**config.mk**
```make
export PLATFORM = sky130hd
export DESIGN_NAME = wb_port_arbiter
export DESIGN_NICKNAME = d
export VERILOG_FILES = /design/src/rtl/wb_port_arbiter.sv
export SDC_FILE = /design/constraint.sdc
export NUM_CORES = 1
export LEC_CHECK = 0
export BUFFER_PORTS_ARGS = -buffer_cell sky130_fd_sc_hd__buf_2
export CAP_MARGIN = 20
export CORE_MARGIN = 3
export CORE_UTILIZATION = 35
export DETAILED_ROUTE_END_ITERATION = 6
export PLACE_DENSITY = 0.73
export SKIP_LAST_GASP = 1
export SLEW_MARGIN = 40
export SYNTH_ARGS = -nofsm -noshare
export SYNTH_HDL_FRONTEND = slang
export SYNTH_SLANG_ARGS = --single-unit
```
**constraint.sdc**
```tcl
create_clock -name clk -period 2.7 [get_ports clk]
set_clock_uncertainty 0.15 [all_clocks]
set_input_delay 0.405 -clock clk [delete_from_list [all_inputs] [get_ports clk]]
set_output_delay 0.405 -clock clk [all_outputs]
set_load 0.01 [all_outputs]
```
**src/rtl/wb_port_arbiter.sv**
```systemverilog
// Round-robin arbiter that shares the register-file write-back port between NUM_REQ result sources.
// Optional macro WB_ARB_PERF_EN adds the conflict and hold performance counters.
module wb_port_arbiter #(
   parameter int NUM_REQ         = 3,
   parameter int DATA_WIDTH      = 32,
   parameter int PREG_WIDTH      = 6,
   parameter int FREE_LIST_WIDTH = 5
) (
   input  logic                               clk,
   input  logic                               rst_n,
   input  logic [NUM_REQ-1:0]                 req_valid,
   output logic [NUM_REQ-1:0]                 req_ready,
   input  logic [NUM_REQ*PREG_WIDTH-1:0]      req_paddr,
   input  logic [NUM_REQ*DATA_WIDTH-1:0]      req_data,
   input  logic [NUM_REQ*FREE_LIST_WIDTH-1:0] req_alidx,
   input  logic                               flush,
   input  logic                               wb_hold,
   output logic                               wb_write_enable,
   output logic [PREG_WIDTH-1:0]              wb_physical_write_addr,
   output logic [DATA_WIDTH-1:0]              wb_physical_write_data,
   output logic [FREE_LIST_WIDTH-1:0]         wb_active_list_index,
   output logic                               busy
`ifdef WB_ARB_PERF_EN
   ,
   output logic [31:0]                        perf_conflict_cnt,
   output logic [31:0]                        perf_hold_cnt
`endif
);

   localparam int               PTR_W = $clog2(NUM_REQ);
   localparam logic [PTR_W-1:0] LAST  = PTR_W'(NUM_REQ - 1);

   logic [PREG_WIDTH-1:0]      w_paddr [NUM_REQ];
   logic [DATA_WIDTH-1:0]      w_data  [NUM_REQ];
   logic [FREE_LIST_WIDTH-1:0] w_alidx [NUM_REQ];

   generate
      for (genvar gi = 0; gi < NUM_REQ; gi++) begin : g_slice
         assign w_paddr[gi] = req_paddr[gi*PREG_WIDTH +: PREG_WIDTH];
         assign w_data[gi]  = req_data[gi*DATA_WIDTH +: DATA_WIDTH];
         assign w_alidx[gi] = req_alidx[gi*FREE_LIST_WIDTH +: FREE_LIST_WIDTH];
      end
   endgenerate

   logic [PTR_W-1:0]           r_rr_ptr;
   logic [PTR_W-1:0]           w_grant_idx;
   logic                       w_found;
   logic                       w_xfer;
   logic                       r_wb_we;
   logic [PREG_WIDTH-1:0]      r_wb_addr;
   logic [DATA_WIDTH-1:0]      r_wb_data;
   logic [FREE_LIST_WIDTH-1:0] r_wb_alidx;

   // Scan from the pointer upward with explicit wrap; first valid source wins.
   always_comb begin
      int j;
      j           = 0;
      w_found     = 1'b0;
      w_grant_idx = '0;
      for (int k = 0; k < NUM_REQ; k++) begin
         j = int'(r_rr_ptr) + k;
         if (j >= NUM_REQ) j = j - NUM_REQ;
         if (!w_found && req_valid[j]) begin
            w_found     = 1'b1;
            w_grant_idx = PTR_W'(j);
         end
      end
   end

   assign w_xfer = w_found & ~flush & ~wb_hold;

   always_comb begin
      req_ready = '0;
      if (w_xfer) req_ready[w_grant_idx] = 1'b1;
   end

   always_ff @(posedge clk or negedge rst_n) begin
      if (!rst_n) begin
         r_rr_ptr <= '0;
      end else if (w_xfer) begin
         r_rr_ptr <= (w_grant_idx == LAST) ? '0 : w_grant_idx + 1'b1;
      end
   end

   // Writes to physical register 0 retire the source but never strobe the register file.
   always_ff @(posedge clk or negedge rst_n) begin
      if (!rst_n) begin
         r_wb_we    <= 1'b0;
         r_wb_addr  <= '0;
         r_wb_data  <= '0;
         r_wb_alidx <= '0;
      end else if (w_xfer) begin
         r_wb_we    <= (w_paddr[w_grant_idx] != '0);
         r_wb_addr  <= w_paddr[w_grant_idx];
         r_wb_data  <= w_data[w_grant_idx];
         r_wb_alidx <= w_alidx[w_grant_idx];
      end else begin
         r_wb_we    <= 1'b0;
      end
   end

   assign wb_write_enable        = r_wb_we;
   assign wb_physical_write_addr = r_wb_addr;
   assign wb_physical_write_data = r_wb_data;
   assign wb_active_list_index   = r_wb_alidx;
   assign busy                   = (|req_valid) | r_wb_we;

`ifdef WB_ARB_PERF_EN
   logic        w_multi;
   logic [31:0] r_conflict_cnt;
   logic [31:0] r_hold_cnt;

   // Clearing the lowest set bit leaves something only when two or more sources are valid.
   assign w_multi = |(req_valid & (req_valid - 1'b1));

   always_ff @(posedge clk or negedge rst_n) begin
      if (!rst_n) begin
         r_conflict_cnt <= '0;
         r_hold_cnt     <= '0;
      end else begin
         if (!flush && !wb_hold && w_multi && (r_conflict_cnt != '1))
            r_conflict_cnt <= r_conflict_cnt + 32'd1;
         if (wb_hold && (|req_valid) && (r_hold_cnt != '1))
            r_hold_cnt <= r_hold_cnt + 32'd1;
      end
   end

   assign perf_conflict_cnt = r_conflict_cnt;
   assign perf_hold_cnt     = r_hold_cnt;
`endif

endmodule

```
==> load_flow_metrics.sql <==
INSERT INTO impl_metrics (metric_group, metric, value, unit) VALUES
('status', 'run_status', 'complete, but fails checks', ''),
('status', 'failed_checks', 'negative setup slack', ''),
('drt', 'dr.pass1.iters', '4', ''),
('placed_design', 'port_buffers', '183', ''),
('sta', 'layout_worst_path_cycle_share', '100', '%'),
('floorplanning', 'die_area', '9940', 'sq um'),
('critical_path', 'cpLargestDelayFamily', 'compound AO/OA/AOI/OAI gates', ''),
('placed_design', 'place_ws', '0.0520', 'ns'),
('hold_path', 'worstHoldPathType', 'primary input to flop', ''),
('clock_network', 'tritoncts', 'done', ''),
('clock_network', 'clock_sinks', '46', ''),
('final_layout', 'fillers', '815', ''),
('run', 'drv_cap', '0', ''),
('synth', 'ys_top_cells_by_area', 'dfrtp_1 (37%), mux2i_1 (14%), a21o_1 (10%)', ''),
('synth', 'ys_async_sr_fraction', '100', '%'),
('drt', 'drc', '0', ''),
('clock_network', 'clock_pin_slew_on_the_worst_setup_and_hold_paths', '0.08', 'ns'),
('sta', 'timing.slew.headroom', '61.3', '%'),
('sta', 'setup_viol', '2', ''),
('synth', 'syn-num-nets', '452', ''),
('grt', 'grt_util_all_layers', '17.4', '%'),
('synth', 'post_synthesis_instance_area', '3070', 'sq um'),
('synth', 'ys_ff_latch', '46', ''),
('synth', 'netlist.area_leader.share', '37.4', '%'),
('sta', 'final.hold.worst_slack', '0.279', 'ns'),
('synth', 'syn-instance-count', '312', ''),
('clock_network', 'cts-buffers-inserted', '5', ''),
('sta', 'achievable-frequency', '0.369', 'GHz'),
('power_and_ir_drop', 'peakVddDrop', '0.521', 'mV'),
('placed_design', 'dpl.hpwl', '6.81', 'mm'),
('sta', 'rsz0062_at_grt', 'true', ''),
('drt', 'detail_route.wirelength', '9.66', 'mm'),
('floorplanning', 'rows', '33', ''),
('power_and_ir_drop', 'cellPowerDensity', '1050', 'nW/um^2'),
('critical_path', 'critPathArrivalTime', '2.16', 'ns'),
('grt', 'grt_pass1_wl', '14.2', 'mm'),
('grt', 'globalRoute.totalOverflow', '0', ''),
('clock_network', 'count_of_h_tree_levels_built_during_cts', '2', ''),
('grt', 'first_global_vias', '2975', ''),
('power_and_ir_drop', 'cellLeakagePower', '2.37', 'nW'),
('synth', 'ys_dominant_reg_cell', 'dfrtp_1', ''),
('synth', 'synth-seq-area-share', '37.4', '%'),
('drt', 'dr_total_vias', '3137', ''),
('sta', 'final_setup_margin', '-0.0109', 'ns'),
('sta', 'timing_hold_violations_final', '0', ''),
('clock_network', 'clockRootBuffer', 'clkbuf_8', ''),
('final_layout', 'final_nets', '642', ''),
('critical_path', 'worstSetupPathType', 'flop to output port', ''),
('sta', 'max_slew.worst_pin.slew', '0.580', 'ns'),
('critical_path', 'timing.critical_path.cells', 'inv_4 > ha_4 > and2b_2 > o211ai_4 > a21oi_2 > o22a_4 > buf_12 > nor3_4 > buf_2', ''),
('final_layout', 'fraction_of_layout_instances_using_a_drive_strength_above_1', '49.0', '%'),
('sta', 'time_the_final_worst_path_needs_with_i_o_delays_and_setup', '2.71', 'ns'),
('floorplanning', 'ioPinCount', '184', ''),
('floorplanning', 'die-height', '99.7', 'um'),
('drt', 'routed_via_count_divided_by_cell_count', '5.17', ''),
('final_layout', 'area_delta_synth_final', '44.9', '%'),
('drt', 'post_drt_wl_per_cell', '15.9', 'um'),
('critical_path', 'crit_path_top_delay_cell', 'dfrtp_2', ''),
('critical_path', 'type_of_element_launching_the_critical_path', 'flop', ''),
('final_layout', 'antenna-diode-count', '0', ''),
('synth', 'synth_warnings', '0', ''),
('drt', 'antenna_violating_nets_post_route', '0', ''),
('critical_path', 'critical_path.max_fanout', '4', ''),
('placed_design', 'weighted_congestion_at_the_end_of_routability_driven_global_placement', '1.05', ''),
('critical_path', 'timing.critical_path.slowest_cell_delay', '0.46', 'ns'),
('grt', 'grt_antenna_before_repair', '0', ''),
('clock_network', 'clk_path_buf_depth', '2', ''),
('clock_network', 'insertion_delay_to_the_later_sink_of_the_worst_skew_pair', '0.29', 'ns'),
('floorplanning', 'fp.dieW', '99.7', 'um'),
('synth', 'synth_area_per_cell', '9.85', 'sq um'),
('grt', 'grt_start_max_net_pins', '72', ''),
('floorplanning', 'core-area', '8380', 'sq um'),
('critical_path', 'worstPathBufferInverterCount', '3', ''),
('synth', 'most_area_hungry_cell_type_in_the_yosys_netlist', 'dfrtp_1', ''),
('synth', 'netlist-cell-type-count', '41', ''),
('critical_path', 'end_kind', 'output port', ''),
('synth', 'count_of_flip_flops_with_a_built_in_enable_after_synthesis', '0', ''),
('floorplanning', 'initial_utilization', '36.7', '%'),
('critical_path', 'worst-endpoint-required', '2.14', 'ns'),
('sta', 'slew_violations', '0', ''),
('drt', 'first_iter_violations', '116', '');
## through the flow
stage / cell area, sq um / cells / total power (W) / setup TNS, ns / util [%]
after CTS: 4260 / 600 / 0.00434 / -0.0807 / 50.8
final: 4450 / 607 / 0.00469 / -0.0203 / 53.1
after global routing: 4450 / 607 / 0.00506 / -1.31 / 53.1
after detailed placement: 4070 / 584 / 0.00380 / 0 / 48.5
after floorplan: 3070 / 312 / 0.00310 / 0 / -
after global placement: 4070 / 584 / 0.00372 / 0 / 48.5
## final timing paths
path / start / end / slack (ns) / cells past startpoint
worst min-delay path: req_paddr[16] / wb_physical_write_addr[4]$_DFFE_PN0P_ / 0.28 / 3
min in group asynchronous: rst_n / wb_physical_write_data[28]$_DFFE_PN0P_ / 0.51 / 2
max in group asynchronous: rst_n / r_rr_ptr[0]$_DFFE_PN0P_ / 1.46 / 2
worst max register to register: r_rr_ptr[0]$_DFFE_PN0P_ / wb_write_enable$_DFF_PN0_ / 0.07 / 11
worst max-delay path: r_rr_ptr[0]$_DFFE_PN0P_ / req_ready[0] / -0.01 / 9
worst min register to register: wb_active_list_index[1]$_DFFE_PN0P_ / wb_active_list_index[1]$_DFFE_PN0P_ / 0.33 / 1
## what timing repair did
| item | CTS | global route |
|---|---|---|
| endpoints found under the hold margin | 46 | 0 |
| setup endpoints to repair | 3 | 46 |
| buffers inserted | 8 | 4 |
| pin swaps | 9 | 4 |
| gates resized for setup | 7 | 22 |
| hold buffers | 1 | 0 |
| cloned | 0 | 3 |
## sequential cells by signal, indices dropped and copies added (netlist names)
name	count
wb_physical_write_data	32
wb_physical_write_addr	6
wb_active_list_index	5
r_rr_ptr	2
wb_write_enable	1
## cell type report
class / instances / area (sq um) / share of cell area, %
multi-input combinational: 234 / 1840 / 41.2
clock inverter: 2 / 10.0 / 0.225
sequential: 46 / 1150 / 25.9
tap: 105 / 131 / 2.95
timing repair buffer: 210 / 1230 / 27.7
inverter: 5 / 21.3 / 0.478
clock buffer: 5 / 68.8 / 1.55
## per-layer routing
layer	global-route usage, %	vias to the layer above	part of all wire, %
li1	-	1524	-
met1	21.8	1467	40
met2	30.5	135	52
met3	3.51	11	7.1
met4	4.41	0	1.3
met5	0	-	0
## power breakdown
group	switching (W)	internal [W]
registers	0.000178	0.00102
clock network	0.000224	0.000174
logic	0.00159	0.00150
## worst reg2reg max path, stage by stage, from the launching register on
cell and delay [ns]:
dfrtp_2 0.46, inv_4 0.10, ha_4 0.20, and2b_2 0.22, o211ai_4 0.19, a21oi_2 0.10, o22a_4 0.25, buf_12 0.13
buf_4 0.17, mux2_4 0.31, mux2i_4 0.15, a31oi_1 0.10
## cells in the mapped netlist (2+ instances only)
| library cell | number |
|---|---|
| mux2i_1 | 42 |
| nor2b_1 | 3 |
| mux2_4 | 2 |
| a21oi_1 | 3 |
| a211oi_1 | 41 |
| o21ai_1 | 3 |
| or4_1 | 2 |
| buf_12 | 5 |
| o21ai_0 | 3 |
| nand2_1 | 11 |
| dfrtp_1 | 46 |
| nand3b_1 | 2 |
| a21o_1 | 42 |
| inv_1 | 5 |
| ha_1 | 4 |
| nor2_1 | 50 |
| mux2i_4 | 2 |
| clkbuf_1 | 11 |
| buf_2 | 10 |
| nor3_1 | 4 |
## cell families (layout without fill, tap and decap cells)
family                   after synthesis  count (layout)  share of synthesized area, %
adder cells (fa/ha/maj)                4               4                          1.63
AND/OR/NAND/NOR                       77              77                          10.7
flip-flops                            46              46                          37.4
AO/OA/AOI/OAI                        105             105                          26.2
multiplexers                          48              48                          16.9
buffers and inverters                 32             222                          7.08
## placed cells by master (no fill, tap or decap), types with 2 or more instances in the layout
cell       synthesis  final
inv_1              5      3
buf_4              1     19
a211oi_1          41     41
ha_4               0      3
clkbuf_8           0      5
buf_12             5      4
nor2_1            50     50
mux2_4             2      2
or4_1              2      2
dfrtp_2            0      2
dfrtp_1           46     44
clkinv_2           0      2
mux2i_4            2      3
mux2i_1           42     42
nor3_2             0      2
buf_2             10    182
nand2_1           11     10
o21ai_0            3      2
clkbuf_16          0      2
a21o_1            42     42
nand3b_1           2      2
a21oi_1            3      3
o21ai_1            3      3
nor2b_1            3      2
Power figures use the tool's default switching activity.
